File: src/rtl/mips_pkg.sv
// Shared encodings for the multicycle MIPS control path: opcodes, funct
// codes, ALU operation codes, mux select codes and the controller states.
package mips_pkg;

    // Opcode field IR[31:26]
    localparam logic [5:0] OP_RTYPE = 6'd0;
    localparam logic [5:0] OP_J     = 6'd2;
    localparam logic [5:0] OP_BEQ   = 6'd4;
    localparam logic [5:0] OP_ADDI  = 6'd8;
    localparam logic [5:0] OP_LW    = 6'd35;
    localparam logic [5:0] OP_SW    = 6'd43;

    // Funct field IR[5:0] for R-type
    localparam logic [5:0] FN_ADD = 6'd32;
    localparam logic [5:0] FN_SUB = 6'd34;
    localparam logic [5:0] FN_AND = 6'd36;
    localparam logic [5:0] FN_OR  = 6'd37;
    localparam logic [5:0] FN_SLT = 6'd42;

    // ALU operation codes
    localparam logic [2:0] ALU_ADD = 3'b010;
    localparam logic [2:0] ALU_SUB = 3'b110;
    localparam logic [2:0] ALU_AND = 3'b000;
    localparam logic [2:0] ALU_OR  = 3'b001;
    localparam logic [2:0] ALU_SLT = 3'b111;

    // ALU operand B select
    localparam logic [1:0] SRCB_B     = 2'b00;
    localparam logic [1:0] SRCB_FOUR  = 2'b01;
    localparam logic [1:0] SRCB_IMM   = 2'b10;
    localparam logic [1:0] SRCB_IMMSH = 2'b11;

    // PC source select
    localparam logic [1:0] PC_ALURESULT = 2'b00;
    localparam logic [1:0] PC_ALUOUT    = 2'b01;
    localparam logic [1:0] PC_JUMP      = 2'b10;

    // Controller states, 4-bit binary
    typedef enum logic [3:0] {
        ST_RESET    = 4'd0,
        ST_FETCH    = 4'd1,
        ST_DECODE   = 4'd2,
        ST_MEMADR   = 4'd3,
        ST_MEMREAD  = 4'd4,
        ST_MEMWB    = 4'd5,
        ST_MEMWRITE = 4'd6,
        ST_EXECUTE  = 4'd7,
        ST_ALUWB    = 4'd8,
        ST_BRANCH   = 4'd9,
        ST_ADDIEXEC = 4'd10,
        ST_ADDIWB   = 4'd11,
        ST_JUMP     = 4'd12
    } state_t;

endpackage

File: src/rtl/alu_decoder.sv
// R-type funct to ALU operation decode, with a flag marking supported functs.
module alu_decoder
    import mips_pkg::*;
(
    input  logic [5:0] funct,
    output logic [2:0] alu_controls,
    output logic       valid
);

    // Map funct to ALU code; unsupported functs fall back to add and clear valid
    always_comb begin
        alu_controls = ALU_ADD;
        valid        = 1'b1;
        case (funct)
            FN_ADD:  alu_controls = ALU_ADD;
            FN_SUB:  alu_controls = ALU_SUB;
            FN_AND:  alu_controls = ALU_AND;
            FN_OR:   alu_controls = ALU_OR;
            FN_SLT:  alu_controls = ALU_SLT;
            default: valid        = 1'b0;
        endcase
    end

endmodule

File: src/rtl/multicycle_controller.sv
// Multicycle MIPS sequencing controller: Moore state outputs with Mealy
// handshake terms on mem_ready (FETCH, MEMWRITE) and zero (BRANCH).
module multicycle_controller
    import mips_pkg::*;
(
    input  logic       clk,
    input  logic       rst_n,
    input  logic [5:0] Opcode,
    input  logic [5:0] funct,
    input  logic       zero,
    input  logic       mem_ready,
    output logic       mem_req,
    output logic       memWrite,
    output logic       IorD,
    output logic       IRWrite,
    output logic       regDst,
    output logic       memToReg,
    output logic       regWrite,
    output logic       ALUSrcA,
    output logic [1:0] ALUSrcB,
    output logic [2:0] ALU_controls,
    output logic [1:0] PCSrc,
    output logic       PCEn,
    output logic       instr_done,
    output logic       illegal_op
);

    state_t     state;
    logic [2:0] rtype_alu;
    logic       funct_valid;
    logic       op_legal;

    alu_decoder u_alu_decoder (
        .funct        (funct),
        .alu_controls (rtype_alu),
        .valid        (funct_valid)
    );

    assign op_legal = ((Opcode == OP_RTYPE) && funct_valid) ||
                      (Opcode == OP_J)   || (Opcode == OP_BEQ) ||
                      (Opcode == OP_ADDI) || (Opcode == OP_LW) ||
                      (Opcode == OP_SW);

    // State register with async clear; wait states hold on mem_ready low
    always_ff @(posedge clk or negedge rst_n) begin
        if (!rst_n) begin
            state <= ST_RESET;
        end else begin
            case (state)
                ST_RESET:    state <= ST_FETCH;
                ST_FETCH:    if (mem_ready) state <= ST_DECODE;
                ST_DECODE: begin
                    if (!op_legal)                                state <= ST_FETCH;
                    else if (Opcode == OP_LW || Opcode == OP_SW) state <= ST_MEMADR;
                    else if (Opcode == OP_RTYPE)                 state <= ST_EXECUTE;
                    else if (Opcode == OP_ADDI)                  state <= ST_ADDIEXEC;
                    else if (Opcode == OP_BEQ)                   state <= ST_BRANCH;
                    else                                         state <= ST_JUMP;
                end
                ST_MEMADR:   state <= (Opcode == OP_SW) ? ST_MEMWRITE : ST_MEMREAD;
                ST_MEMREAD:  if (mem_ready) state <= ST_MEMWB;
                ST_MEMWRITE: if (mem_ready) state <= ST_FETCH;
                ST_EXECUTE:  state <= ST_ALUWB;
                ST_ADDIEXEC: state <= ST_ADDIWB;
                default:     state <= ST_FETCH;
            endcase
        end
    end

    // Control outputs decoded from state plus the handshake/flag terms
    always_comb begin
        mem_req      = 1'b0;
        memWrite     = 1'b0;
        IorD         = 1'b0;
        IRWrite      = 1'b0;
        regDst       = 1'b0;
        memToReg     = 1'b0;
        regWrite     = 1'b0;
        ALUSrcA      = 1'b0;
        ALUSrcB      = SRCB_B;
        ALU_controls = ALU_ADD;
        PCSrc        = PC_ALURESULT;
        PCEn         = 1'b0;
        instr_done   = 1'b0;
        illegal_op   = 1'b0;
        case (state)
            ST_RESET: ALU_controls = 3'b000;
            ST_FETCH: begin
                mem_req = 1'b1;
                ALUSrcB = SRCB_FOUR;
                IRWrite = mem_ready;
                PCEn    = mem_ready;
            end
            ST_DECODE: begin
                ALUSrcB    = SRCB_IMMSH;
                illegal_op = !op_legal;
                instr_done = !op_legal;
            end
            ST_MEMADR: begin
                ALUSrcA = 1'b1;
                ALUSrcB = SRCB_IMM;
            end
            ST_MEMREAD: begin
                mem_req = 1'b1;
                IorD    = 1'b1;
            end
            ST_MEMWB: begin
                memToReg   = 1'b1;
                regWrite   = 1'b1;
                instr_done = 1'b1;
            end
            ST_MEMWRITE: begin
                mem_req    = 1'b1;
                memWrite   = 1'b1;
                IorD       = 1'b1;
                instr_done = mem_ready;
            end
            ST_EXECUTE: begin
                ALUSrcA      = 1'b1;
                ALU_controls = rtype_alu;
            end
            ST_ALUWB: begin
                regDst     = 1'b1;
                regWrite   = 1'b1;
                instr_done = 1'b1;
            end
            ST_BRANCH: begin
                ALUSrcA      = 1'b1;
                ALU_controls = ALU_SUB;
                PCSrc        = PC_ALUOUT;
                PCEn         = zero;
                instr_done   = 1'b1;
            end
            ST_ADDIEXEC: begin
                ALUSrcA = 1'b1;
                ALUSrcB = SRCB_IMM;
            end
            ST_ADDIWB: begin
                regWrite   = 1'b1;
                instr_done = 1'b1;
            end
            ST_JUMP: begin
                PCSrc      = PC_JUMP;
                PCEn       = 1'b1;
                instr_done = 1'b1;
            end
            default: ;
        endcase
    end

endmodule

File: config.mk
export PLATFORM = sky130hd
export DESIGN_NAME = multicycle_controller
export DESIGN_NICKNAME = d
export VERILOG_FILES = /design/src/rtl/mips_pkg.sv /design/src/rtl/alu_decoder.sv /design/src/rtl/multicycle_controller.sv
export SDC_FILE = /design/constraint.sdc
export NUM_CORES = 1
export LEC_CHECK = 0
export ABC_CLOCK_PERIOD_IN_PS = 1320
export CORE_MARGIN = 5
export CORE_UTILIZATION = 34
export DETAILED_ROUTE_END_ITERATION = 6
export GPL_ROUTABILITY_DRIVEN = 0
export GPL_TIMING_DRIVEN = 0
export PLACE_DENSITY = 0.82
export SLEW_MARGIN = 5
export SYNTH_ARGS = -nofsm -noshare
export SYNTH_HDL_FRONTEND = slang
export SYNTH_SLANG_ARGS = --single-unit
File: constraint.sdc
create_clock -name clk -period 1.32 [get_ports clk]
set_input_delay 0.132 -clock clk [delete_from_list [all_inputs] [get_ports clk]]
set_output_delay 0.132 -clock clk [all_outputs]
set_load 0.02 [all_outputs]
Word-level counts from Yosys, hierarchy flattened:

Index checks and enable logic that the tools add are counted.

* equal/unequal tests: 25
* multiplexer cells: 26
* reduce and logical (&&, ||, !) cells: 18

Operator list (count)
* 6-bit == test, second input constant: 7
* 4-bit one-hot mux with 7 select lines: 1
* 4-bit 2-to-1 mux: 6
* 4-bit == test, second input constant: 5
* 4-bit by 3-bit == test with 1-bit output, second input constant: 4
* 3-bit one-hot mux with 4 select lines: 1
* 1-bit 2-to-1 mux: 10
* 5-bit OR reduction: 2
* 3-bit one-hot mux with 3 select lines: 1
* 4-bit by 2-bit == test with 1-bit output, second input constant: 2
* 6-bit by 2-bit == test with 1-bit output, second input constant: 1
* 6-bit by 3-bit == test with 1-bit output, second input constant: 1
* 6-bit by 4-bit == test with 1-bit output, second input constant: 1
* 6-bit zero test: 1
* 1-bit logical OR: 6
* 3-bit 2-to-1 mux: 2
* 2-bit inequality test, second input constant: 3
* 1-bit one-hot mux with 3 select lines: 2
* 2-bit one-hot mux with 3 select lines: 1
* 3-bit OR reduction: 2
* 4-bit by 1-bit == test with 1-bit output, second input constant: 1
* 4-bit zero test: 1
* 2-bit one-hot mux with 2 select lines: 1
* 2-bit OR reduction: 2
* 5 further kinds: 5

* output and inout bits: 18
* input bits: 16
* register bits: 4
* logic and storage cells: 70

Depth between registers and ports, before layout:

* word-level depth: 11
* depth in mapped cells: 6
* depth with buffers taken out: 5

Hierarchy:

From an unflattened synthesis, not the netlist that was laid out.

* cell total of the unflattened synthesis: 110
* area total of the unflattened synthesis: 779.5 um^2

Modules (own cells, without submodules)
* multicycle_controller: area each 693.2 um^2, seq. area each 100.1 um^2, cells an instance 101, instances 1
* alu_decoder: area each 86.3 um^2, seq. area each 0.0 um^2, cells an instance 9, instances 1

Worst setup path after synthesis:

No wires, ideal clock.

* path kind: register to output
* from: register state[2]
* to: output PCEn
* path buffers: 1
* stages on the path, launching flop included: 5
* data arrival time: 1636 ps
* required time: 1188 ps
* setup slack: -448 ps
* cells stage by stage: dfrtp_1 buf_2 inv_2 nor4_1 a211o_1

* cells in the longest elaborated chain, start to end: 2
* elaborated cells between the ends (all ways): 4
* classes of those cells: 3 x eq/ne; 1 x mux

Ends and longest elaborated chain
* start: declaration: RTL line multicycle_controller.sv:28 `state_t state;`
* start signal: assignment: RTL line multicycle_controller.sv:60 `ST_MEMADR: state <= (Opcode == OP_SW) ? ST_MEMWRITE : ST_MEMREAD;`
* 4-bit == test / 4-bit by 1-bit == test with 1-bit output (equally long branches): RTL line multicycle_controller.sv:86 `case (state)`
* 1-bit one-hot mux with 3 select lines *: RTL line multicycle_controller.sv:86
* end: declaration: RTL line multicycle_controller.sv:23 `output logic PCEn,`

Every way passes the cells marked *; elsewhere a longest branch is shown, timed or not.

Final worst setup path:

* from: register state[2]
* to: output instr_done

* cells in the longest elaborated chain, start to end: 3
* elaborated cells between the ends (all ways): 9
* classes of those cells: 7 x eq/ne; 1 x mux; 1 x reduce/logical

Ends and longest elaborated chain
* 4-bit == test / 4-bit by 3-bit == test with 1-bit output (equally long branches): RTL line multicycle_controller.sv:86
* 5-bit OR reduction (no line)
* 1-bit one-hot mux with 3 select lines *: RTL line multicycle_controller.sv:86
* end: declaration: RTL line multicycle_controller.sv:24 `output logic instr_done,`

Marks and branches as above.

==> flow_summary.json <==
{
  "grt.total_usage_pct": 27.45,
  "cts.htree.levels": 1,
  "worst-path-max-fanout": 8,
  "wl_met3_microns": 241,
  "reg_top3": "state: 4 flops",
  "drtIter0Drc": 53,
  "postPlaceCellArea_sq_um": 1096,
  "syn_area_sq_um": 634.4,
  "first_global_vias": 1116,
  "dieArea_sq_um": 2830,
  "fmaxAchievable_mhz": 599.9,
  "r2r_slack_ns": -0.26,
  "totalNegativeSetupSlack_ns": -4.324,
  "cts_tree": "built",
  "pwr_density_cell_nw_per_um2": 2059,
  "die_y_microns": 53.20,
  "antenna-diode-count": 0,
  "yosysSeqAreaShare_pct": 15.78,
  "rsz0062_at_grt": "true",
  "cts_buffers": 3,
  "root_buffer": "clkbuf_4",
  "violations": "negative setup slack",
  "grt_overflow": 0,
  "rows": 15,
  "avgRoutedWirePerCell_microns": 22.75,
  "ys.warnings.count": 0,
  "grt_max_degree": 11,
  "max_cap_viol_count": 0,
  "slowest_stage": "dfrtp_1",
  "clockBufferDepth": 2,
  "met2_length_microns": 2240,
  "top_layer_used": "met4",
  "dieWidth_microns": 53.20,
  "largest_reg_flops": 4,
  "io_buffers": 33,
  "remaining_drc_errors": 0,
  "final_core_util_pct": 93.62,
  "max_slew_margin_pct": 79.73,
  "synth_ff_type": "dfrtp_1",
  "post-route-period-util_pct": 126.3,
  "dp_cells": 152,
  "synth_edf_count": 0,
  "cp-start-kind": "flip-flop",
  "dr_total_vias": 1138,
  "whs_ns": 0.1025,
  "ys_async_sr_fraction_pct": 100.0,
  "dr.pass1.iters": 6,
  "worstMarginPinSlew_ns": 0.3031,
  "drt-met1-wl_microns": 1546,
  "top_register": "state",
  "syn_area_per_cell_sq_um": 6.748,
  "power.leakage_nw": 0.7346,
  "multi_input_area_sq_um": 789.5,
  "end_kind": "output port",
  "r2r-start": "state[1]",
  "drive_gt1_share_pct": 68.94,
  "period_minus_slack_ns": 1.667,
  "grt_pass1_wl_microns": 5464,
  "irDropWorstVdd_uv": 1553,
  "ff_latch_area_sq_um": 101.3,
  "cp_data_arrival_time_ns": 1.53,
  "areaGrowthSynthToFinish_pct": 157.6,
  "drv_slew": 0,
  "fillers": 49,
  "via_per_inst": 6.118,
  "ys_types": 38,
  "stdcell_area_sq_um": 1634,
  "min_path_type": "primary input to async pin",
  "io_pins": 34,
  "path_class": "flip-flop to output port",
  "synthCells": 94,
  "status": "complete, but fails checks",
  "cp_data_required_time_ns": 1.19,
  "coreArea_sq_um": 1745,
  "grt_antenna_before_repair": 0,
  "layout.cells.non_filler": 186,
  "synth_fp_nets": 110,
  "nets": 179,
  "clock_skew_ns": 0.001207,
  "hpwl_microns": 1775,
  "cts.clk_slew.worst_paths_ns": 0.05,
  "start_util_pct": 36.34,
  "worst_slack_ns": -0.3469,
  "reg2reg_depth": 8,
  "wl_microns": 4232,
  "cts_hold_buf": 0,
  "max_stage_delay_ns": 0.41,
  "ant_nets": 0,
  "clock_sinks": 4,
  "clock_latency_ns": 0.25,
  "setup_viol": 21,
  "cp_cell_sequence": "buf_12, inv_8, nand2_8, nand2_1, o32ai_4, nand2b_4, buf_6",
  "synth-seq-cells": 4,
  "hold_viol": 0,
  "regToRegEndpoint": "state[1]"
}
area by class of cell:
cell class	count	share of cell area, %
Multi-Input combinational cell	80	48.32
Timing Repair Buffer	64	35.53
Sequential cell	4	6.202
Buffer	5	4.441
Inverter	5	2.221
Tap cell	25	1.914
Clock buffer	3	1.378
worst max path at each step:
stage                     startpoint    endpoint  slack (ns)  cells after the start
after floorplan             state[0]  instr_done       -0.12                      5
after global placement     Opcode[3]  instr_done       -0.97                      7
after detailed placement   Opcode[3]  instr_done       -0.99                      7
after CTS                   state[0]  instr_done       -0.32                      6
after global routing        state[2]  instr_done       -0.39                      7
final                       state[2]  instr_done       -0.35                      7
worst max-delay path: cells and delay by family (launching register included):
family,cells,cell delay [ns]
buffers and inverters,3,0.37
AND/OR/NAND/NOR,3,0.31
AO/OA/AOI/OAI,1,0.19
flip-flops,1,0.41
cell usage after synthesis (2+ instances only):
master	instances	area, sq um
nand4_1	4	25.02
nand3_1	2	10.01
mux2i_1	2	20.02
and3_1	2	12.51
nor3_1	4	20.02
dfrtp_1	4	100.1
buf_2	4	20.02
nor2b_1	4	25.02
a21oi_1	3	15.01
o21ai_1	3	15.01
nand2_1	10	37.54
nand2b_1	3	18.77
o31ai_1	3	22.52
nor2_1	18	67.56
o2111ai_1	2	17.52
inv_2	4	15.01
per-stage QoR:
stage / setup WS [ns] / power [mW]
after floorplan: -0.1169 / 1.294
after global placement: -0.9668 / 1.890
after detailed placement: -0.9853 / 1.914
after CTS: -0.3183 / 2.735
after global routing: -0.3852 / 3.506
final: -0.3469 / 3.364
report_power, final:
part	leakage [nW]	total, mW	internal [mW]	switching (mW)
logic	0.671	2.97	1.39	1.58
clock network	0.0138	0.175	0.103	0.0714
registers	0.0496	0.221	0.171	0.0496
total	0.735	3.36	1.67	1.70
per-layer routing:
layer  up-vias  GRT usage (%)
li1        489              -
met1       549          28.52
met2        78          49.38
met3        22          5.915
met4         0          17.02
met5         -              0
repair_timing:
| action | in CTS | in global routing |
|---|---|---|
| resized for setup | 147 | 53 |
| pin swaps | 14 | 13 |
| setup endpoints to repair | 22 | 22 |
| buffers inserted | 24 | 9 |
cell families (layout without fill, tap and decap cells):
group / Yosys count / in the layout / share of synthesized area (%)
AOI/OAI and AO/OA: 24 / 24 / 28.21
buffers and inverters: 10 / 77 / 6.704
and+or+nand+nor: 53 / 53 / 44.77
muxes: 2 / 2 / 3.156
xor gates and xnor gates: 1 / 1 / 1.381
DFF: 4 / 4 / 15.78
layout by cell type (no fill, tap or decap), types with 3 or more instances in the layout:
cell              n
nor2_2            3
buf_4            30
nand2b_4          3
clkdlybuf4s50_1   3
dlymetal6s2s_1    6
nand4_1           4
clkbuf_2          4
nor3_4            3
nor2_4            5
dfrtp_1           3
clkbuf_4          3
nor2_1           10
buf_6            22
nand2_8           3
nor2b_4           3
nand2_1           6
Note: power is estimated with default switching activity, not from simulation.
